[config.mk]
export PLATFORM = sky130hd
export DESIGN_NAME = seq_det_sched
export DESIGN_NICKNAME = d
export VERILOG_FILES = /design/src/rtl/seq_det_sched.sv
export SDC_FILE = /design/constraint.sdc
export NUM_CORES = 1
export LEC_CHECK = 0
export ABC_AREA = 1
export BUFFER_PORTS_ARGS = -buffer_cell sky130_fd_sc_hd__buf_2
export CORE_MARGIN = 3
export CORE_UTILIZATION = 35
export CTS_CLUSTER_DIAMETER = 80
export CTS_CLUSTER_SIZE = 24
export DETAILED_ROUTE_END_ITERATION = 8
export PLACE_DENSITY = 0.59
export SYNTH_ARGS = -nofsm -noshare
export SYNTH_HDL_FRONTEND = slang
export SYNTH_SLANG_ARGS = --single-unit
[constraint.sdc]
create_clock -name clk -period 1.74 [get_ports clk]
set_input_delay 0.348 -clock clk [delete_from_list [all_inputs] [get_ports clk]]
set_output_delay 0.348 -clock clk [all_outputs]
set_load 0.05 [all_outputs]
[src/rtl/seq_det_sched.sv]
// rtl/seq_det_sched.sv - round-robin scheduler sharing one serial 10111 detector among requesters
// Optional feature macro: SEQ_DET_SCHED_EARLY_EXIT_EN (end a frame at its first detection)
module seq_det_sched #(
  parameter int N_REQ     = 4,
  parameter int FRAME_LEN = 16,
  parameter int DRAIN     = 2,
  parameter int CNT_W     = 8
) (
  input  logic                       clk,
  input  logic                       rst_n,
  input  logic [N_REQ-1:0]           req_i,
  input  logic [N_REQ*FRAME_LEN-1:0] frame_data_i,
  output logic [N_REQ-1:0]           gnt_o,
  output logic                       busy_o,
  output logic                       det_clr_n_o,
  output logic                       det_data_o,
  input  logic                       det_hit_i,
  output logic                       done_o,
  output logic [$clog2(N_REQ)-1:0]   done_id_o,
  output logic                       hit_o,
  output logic [CNT_W-1:0]           hit_cnt_o
);
  localparam int IDW = $clog2(N_REQ);
  localparam int BCW = $clog2(FRAME_LEN + DRAIN);

  typedef enum logic [2:0] {S_IDLE, S_CLEAR, S_SHIFT, S_DRAIN, S_REPORT} state_t;

  state_t                 state_q;
  logic [IDW-1:0]         ptr_q;
  logic [IDW-1:0]         cur_q;
  logic [FRAME_LEN-1:0]   shreg_q;
  logic [BCW-1:0]         bitcnt_q;
  logic [CNT_W-1:0]       cnt_q;
  logic [CNT_W-1:0]       cnt_d;
  logic [N_REQ-1:0]       gnt_q;
  logic                   busy_q;
  logic                   det_clr_n_q;
  logic                   det_data_q;
  logic                   done_q;
  logic [IDW-1:0]         done_id_q;
  logic                   hit_q;
  logic [CNT_W-1:0]       hit_cnt_q;

  logic                   sel_found;
  logic [IDW-1:0]         sel_idx;
  logic [IDW-1:0]         cand;
  logic [FRAME_LEN-1:0]   frm [N_REQ];

  for (genvar g = 0; g < N_REQ; g++) begin : g_frm
    assign frm[g] = frame_data_i[g*FRAME_LEN +: FRAME_LEN];
  end

  // Search starts just after the last served requester, so it gets lowest priority next.
  always_comb begin
    sel_found = 1'b0;
    sel_idx   = '0;
    cand      = '0;
    for (int k = 1; k <= N_REQ; k++) begin
      cand = IDW'((int'(ptr_q) + k) % N_REQ);
      if (!sel_found && req_i[cand]) begin
        sel_found = 1'b1;
        sel_idx   = cand;
      end
    end
  end

  always_comb begin
    cnt_d = cnt_q;
    if (det_hit_i && (cnt_q != {CNT_W{1'b1}})) cnt_d = cnt_q + 1'b1;
  end

  always_ff @(posedge clk or negedge rst_n) begin
    if (!rst_n) begin
      state_q     <= S_IDLE;
      ptr_q       <= IDW'(N_REQ - 1);
      cur_q       <= '0;
      shreg_q     <= '0;
      bitcnt_q    <= '0;
      cnt_q       <= '0;
      gnt_q       <= '0;
      busy_q      <= 1'b0;
      det_clr_n_q <= 1'b0;
      det_data_q  <= 1'b0;
      done_q      <= 1'b0;
      done_id_q   <= '0;
      hit_q       <= 1'b0;
      hit_cnt_q   <= '0;
    end else begin
      done_q <= 1'b0;
      case (state_q)
        S_IDLE: begin
          det_clr_n_q <= 1'b1;
          det_data_q  <= 1'b0;
          if (sel_found) begin
            gnt_q       <= N_REQ'(1) << sel_idx;
            cur_q       <= sel_idx;
            shreg_q     <= frm[sel_idx];
            cnt_q       <= '0;
            busy_q      <= 1'b1;
            det_clr_n_q <= 1'b0;
            state_q     <= S_CLEAR;
          end
        end
        S_CLEAR: begin
          det_clr_n_q <= 1'b1;
          det_data_q  <= shreg_q[FRAME_LEN-1];
          shreg_q     <= shreg_q << 1;
          bitcnt_q    <= '0;
          state_q     <= S_SHIFT;
        end
        S_SHIFT: begin
          cnt_q      <= cnt_d;
          bitcnt_q   <= bitcnt_q + 1'b1;
          det_data_q <= shreg_q[FRAME_LEN-1];
          shreg_q    <= shreg_q << 1;
          if (bitcnt_q == BCW'(FRAME_LEN - 1)) begin
            det_data_q <= 1'b0;
            bitcnt_q   <= '0;
            state_q    <= S_DRAIN;
          end
        end
        S_DRAIN: begin
          cnt_q      <= cnt_d;
          bitcnt_q   <= bitcnt_q + 1'b1;
          det_data_q <= 1'b0;
          if (bitcnt_q == BCW'(DRAIN - 1)) begin
            gnt_q     <= '0;
            done_q    <= 1'b1;
            done_id_q <= cur_q;
            hit_q     <= (cnt_d != '0);
            hit_cnt_q <= cnt_d;
            state_q   <= S_REPORT;
          end
        end
        S_REPORT: begin
          ptr_q   <= cur_q;
          busy_q  <= 1'b0;
          state_q <= S_IDLE;
        end
        default: state_q <= S_IDLE;
      endcase
`ifdef SEQ_DET_SCHED_EARLY_EXIT_EN
      if (((state_q == S_SHIFT) || (state_q == S_DRAIN)) && det_hit_i) begin
        det_data_q <= 1'b0;
        gnt_q      <= '0;
        done_q     <= 1'b1;
        done_id_q  <= cur_q;
        hit_q      <= 1'b1;
        hit_cnt_q  <= CNT_W'(1);
        state_q    <= S_REPORT;
      end
`endif
    end
  end

  assign gnt_o       = gnt_q;
  assign busy_o      = busy_q;
  assign det_clr_n_o = det_clr_n_q;
  assign det_data_o  = det_data_q;
  assign done_o      = done_q;
  assign done_id_o   = done_id_q;
  assign hit_o       = hit_q;
  assign hit_cnt_o   = hit_cnt_q;
endmodule

### Word-level counts from Yosys, hierarchy flattened

Cells that the tools add are included.

* bits in registers: 55

* $add $sub $neg: 6
* magnitude comparators: 5
* equality and inequality tests: 10
* shift operators: 1
* multiplexer cells: 41
* bitwise gates (word level): 1
* reduce and logical (&&, ||, !) cells: 26

Operators by type and width (number)
* two-way mux 16 bit: 3
* binary-select mux 16 bit (select 2 bit): 1
* case mux 16 bit (2 select lines): 1
* two-way mux 8 bit: 2
* case mux 8 bit (2 select lines): 1
* case mux 5 bit (3 select lines): 1
* two-way mux 1 bit: 13
* < comparator 2 x 3 -> 1 bit (second input constant): 4
* case mux 3 bit (4 select lines): 1
* AND reduction 2 bit: 5
* nonzero test 2 bit: 5
* two-way mux 3 bit: 3
* adder 8 x 1 -> 8 bit (second input constant): 1
* binary-select mux 1 bit (select 2 bit): 4
* two-way mux 2 bit: 4
* two-way mux 4 bit: 2
* inequality test 8 bit (second input constant): 1
* case mux 4 bit (2 select lines): 1
* nonzero test 8 bit: 1
* == test 3 x 2 -> 1 bit (second input constant): 2
* inequality test 2 bit (second input constant): 3
* AND reduction 3 bit: 2
* nonzero test 3 bit: 2
* OR reduction 2 bit: 3
* 16 further kinds: 24

### Longest topological paths before layout

* depth after elaboration: 19
* gate-level depth with buffers: 16

### Worst setup path before layout

No wires, ideal clock.

* kind: register -> register
* from: reg ptr_q[0]
* to: reg shreg_q[4]
* library setup time: 0.116 ns
* arrival: 1.734 ns
* data required time: 1.624 ns
* slack: -0.110 ns
* cell stages (with the launch flop): 15
* period minus slack after synthesis: 1.850 ns
* cells stage by stage: dfstp_2 > buf_4 > nand2_1 > nand3_1 > nand2_2 > nor2_8 > inv_2 > o21ai_1 > nor2_2 > buf_6 > buf_6 > nand2_1 > nand3_1 > nand2_1 > nand2_1

* cells in the longest elaborated chain, start to end: 19

RTL lines
* start, declared: RTL line 29 `logic [IDW-1:0] ptr_q;`
* start signal, assigned: RTL line 75 `ptr_q <= IDW'(N_REQ - 1);`
* start signal, assigned: RTL line 136 `ptr_q <= cur_q;`
* adder 2 x 1 -> 2 bit: RTL line 59 `cand = IDW'((int'(ptr_q) + k) % N_REQ);`
* binary-select mux 1 bit (select 2 bit): RTL line 60 `if (!sel_found && req_i[cand]) begin`
* two-way mux 1 bit (not written as such): RTL line 60
* two-way mux 1 bit: RTL line 60
* logical NOT 1 bit: RTL line 60
* logical AND 1 bit: RTL line 60
* two-way mux 1 bit: RTL line 60
* logical NOT 1 bit: RTL line 60
* (+2 left out)
* logical NOT 1 bit: RTL line 60
* logical AND 1 bit: RTL line 60
* two-way mux 2 bit: RTL line 60
* inverter 2 -> 3 bit (not written as such): RTL line 97 `shreg_q <= frm[sel_idx];`
* binary-select mux 16 bit (select 2 bit): RTL line 97
* two-way mux 16 bit (not written as such) (2 in a row): RTL line 97
* two-way mux 16 bit: RTL line 94 `if (sel_found) begin`
* case mux 16 bit (2 select lines): RTL line 90 `case (state_q)`
* end signal, assigned: RTL line 97
* end signal, assigned: RTL line 107 `shreg_q <= shreg_q << 1;`
* end signal, assigned: RTL line 115 `shreg_q <= shreg_q << 1;`
* end, declared: RTL line 31 `logic [FRAME_LEN-1:0] shreg_q;`

Parallel ways exist; a longest one is shown, timed or not. The select of a mux whose other input is x is not followed.
A chain may end at the register's enable or synchronous reset.

### Worst setup path in the final report

* from: reg ptr_q[0]
* to: reg shreg_q[14]

The elaborated chain is that of the path after synthesis.

==> impl_metrics.py <==
metrics = {
    "outcome": {
        "outcome": "finished, violations left",
        "violations": "setup timing",
    },
    "critical_path": {
        "end_kind": "register",
        "cp_slowest_cell": "dfstp_2",
        "startpoint_type": "register",
        "worst-setup-path-type": "register to register",
        "crit_required_ns": 1.93,
        "cp.arrival_ns": 2.35,
        "crit_family": "simple AND/OR/NAND/NOR gates",
        "critPathBufInv": 3,
        "worst_path_most_repeated_cell": "nand2_1",
        "worst_path_largest_cell_delay_ns": 0.60,
        "cp_cell_sequence": "buf_4, nand2_1, nand2_2, nand2_2, nand2_4, nor2_8, nand3_4, nand3_4, buf_12, buf_16, nand2_2, nand2_1, nand2_1, nand3_1, nand2_1, nand2_1",
        "cp.depth": 16,
        "crit_fanout": 6,
        "rr_worst_depth": 16,
    },
    "run": {
        "maxCapViolations": 0,
    },
    "synthesis": {
        "synth_edf_count": 0,
        "synth_cells": 531,
        "avgSynthCellArea_um2": 6.76,
        "syn_nets": 607,
        "yosysWarnings": 0,
        "yosys_most_used_dff": "dfrtp_1",
        "synth-seq-cells": 55,
        "synth_area_mm2": 0.00359,
        "yosysUniqueCellTypes": 32,
        "ys_seq_area_frac": 0.384,
        "ys_async_sr_fraction": 1.00,
    },
    "sta": {
        "fmax_mhz": 463,
        "hold_violations": 0,
        "tightest_slew_ns": 0.270,
        "fin_crit_ns": 2.16,
        "layout_setup_ws_ns": -0.421,
        "hold_slack_ns": 0.423,
        "maxSlewViolCount": 0,
        "relSlewSlack": 0.818,
        "rsz0062_at_grt": "true",
        "setup_viol": 47,
        "fin_worst_skew_ns": 0.00608,
        "fin_crit_sh": 1.24,
    },
    "global_routing": {
        "antenna_found_initial": 0,
        "grt_first_pass_wirelength_mm": 16.1,
        "overflow": 0,
        "grt_pass1_vias": 3545,
        "grt_use_total": 0.170,
        "grt_max_degree": 35,
    },
    "final_layout": {
        "n_antenna_cell": 0,
        "multi_input_area_mm2": 0.00220,
        "regArea_mm2": 0.00138,
        "layout.nets": 767,
        "fillers": 892,
        "drive_above_1_share": 0.387,
        "syn_to_final_growth_pct": 51.9,
        "post-route-util": 0.552,
    },
    "power_and_ir_drop": {
        "p_leak_uw": 0.00292,
        "irDropWorstVdd_mv": 1.20,
        "cellPowerDensity_mw_per_mm2": 2580,
        "power.total_uw": 14000,
    },
    "clock_network": {
        "cts.htree.levels": 2,
        "cts-buffers-inserted": 5,
        "cts_tree": "built",
        "clock-sinks": 55,
        "root_buffer": "clkbuf_8",
        "clk_latency_ns": 0.31,
        "clkTransAtPathRegs_ns": 0.10,
        "cts_buffer_depth": 2,
    },
    "placement": {
        "hpwl_mm": 7.23,
        "place.port_buffers": 89,
        "gp_congestion": 0.860,
        "dp_slack_ns": -0.354,
    },
    "floorplan": {
        "dieArea_mm2": 0.0115,
        "die_w_um": 107,
        "initial_core_util": 0.364,
        "core_region_area_mm2": 0.00986,
        "io-pin-count": 90,
        "die_h_um": 107,
        "rows": 36,
    },
    "routing": {
        "remaining_drc_errors": 0,
        "first_iter_violations": 201,
        "ant_nets": 0,
        "wire_per_inst_um": 13.0,
        "wl_mm": 10.7,
        "via_per_inst": 4.76,
        "dr.pass1.iters": 4,
        "num_vias": 3930,
    },
    "min_path": {
        "hold_class": "input port to register",
        "holdPathStages": 7,
    },
}
## per-layer routing
| layer | global-route usage | vias to the layer above | wire length (um) |
|---|---|---|---|
| li1 | - | 2008 | - |
| met1 | 0.237 | 1828 | 4790 |
| met2 | 0.280 | 83 | 5310 |
| met3 | 0.0271 | 11 | 526 |
| met4 | 0.0301 | 0 | 108 |
| met5 | 0 | - | 0 |
## timing repair
action / 4_1_cts / 5_1_grt
hold buffers: 1 / 0
setup buffers: 8 / 9
pin swaps: 11 / 32
endpoints found under the setup margin: 48 / 49
gates resized for setup: 28 / 75
cloned: 1 / 7
endpoints found under the hold margin: 11 / 0
## cell usage in the layout, fill, tap and decap left out, drive strengths merged
master / Yosys / layout
nand2: 237 / 237
nand3: 69 / 69
o31ai: 5 / 5
o21ai: 25 / 25
nand4: 2 / 2
clkbuf: 1 / 14
dfrtp: 53 / 53
nor3: 4 / 4
nor2: 52 / 52
xor2: 7 / 7
inv: 39 / 39
dlygate4sd3: 0 / 1
o211ai: 1 / 1
a21oi: 1 / 1
clkinv: 1 / 2
ha: 5 / 5
dfstp: 2 / 2
a31oi: 1 / 1
o22ai: 5 / 5
buf: 21 / 167
## final cells by class
class | count | area share
clock inverter | 1 | 0.00161
inverter | 40 | 0.0289
multi-input combinational | 414 | 0.404
timing repair buffer | 175 | 0.266
tap | 133 | 0.0305
sequential | 55 | 0.253
clock buffer | 7 | 0.0158
## state kept, by name, indices dropped and copies added (netlist names), 3 cells and up
register	flops
bitcnt_q	5
cnt_q	8
state_q	3
shreg_q	16
gnt_o	4
hit_cnt_o	8
## Yosys cell counts (6+ instances only)
cell	n	area, um2
nor2_1	48	180
nand2_2	7	43.8
inv_2	8	30.0
buf_2	11	55.1
o21ai_1	10	50.1
inv_1	31	116
nand3_1	67	335
dfrtp_1	53	1330
nand2_1	228	856
o21ai_0	15	75.1
xor2_1	7	61.3
buf_6	6	67.6
## kinds of logic after synthesis
family / synth area share
AND/OR/NAND/NOR: 0.435
buffers and inverters: 0.0844
flip-flops: 0.384
AO/OA/AOI/OAI: 0.0621
XOR/XNOR: 0.0171
adder cells (fa/ha/maj): 0.0174
## worst min-delay path, delay by kind of cell
| kind | cells | cell delay (ns) |
|---|---|---|
| buf+inv | 1 | 0.07 |
| simple gates | 6 | 0.27 |
## per-stage QoR
step	setup TNS, ns	cells	cell area, um2
global placement	-7.01	791	4630
detailed placement	-10.41	791	4630
CTS	-7.50	809	4910
floorplan	-1.98	531	3600
finish	-10.42	825	5450
global route	-15.71	825	5450
## power by group
part           total, uW  leakage [uW]  internal (uW)  switching [uW]
combinational      11100       0.00217           5060            6070
sequential          2150      0.000698           1830             320
clock                757     0.0000484            328             429
total              14000       0.00292           7220            6820
## path summary, 6_finish.rpt
kind,startpoint,slack [ns],end
max in group asynchronous,rst_n,0.91,ptr_q[1]$_DFFE_PN1P_
min in group asynchronous,rst_n,0.55,cnt_q[1]$_DFFE_PN0P_
worst max register to register,ptr_q[0]$_DFFE_PN1P_,-0.42,shreg_q[14]$_DFFE_PN0P_
worst min register to register,hit_cnt_o[7]$_DFFE_PN0P_,0.48,hit_cnt_o[7]$_DFFE_PN0P_
worst min-delay path,frame_data_i[37],0.42,shreg_q[5]$_DFFE_PN0P_
worst max-delay path,ptr_q[0]$_DFFE_PN1P_,-0.42,shreg_q[14]$_DFFE_PN0P_
Power figures use the tool's default switching activity.
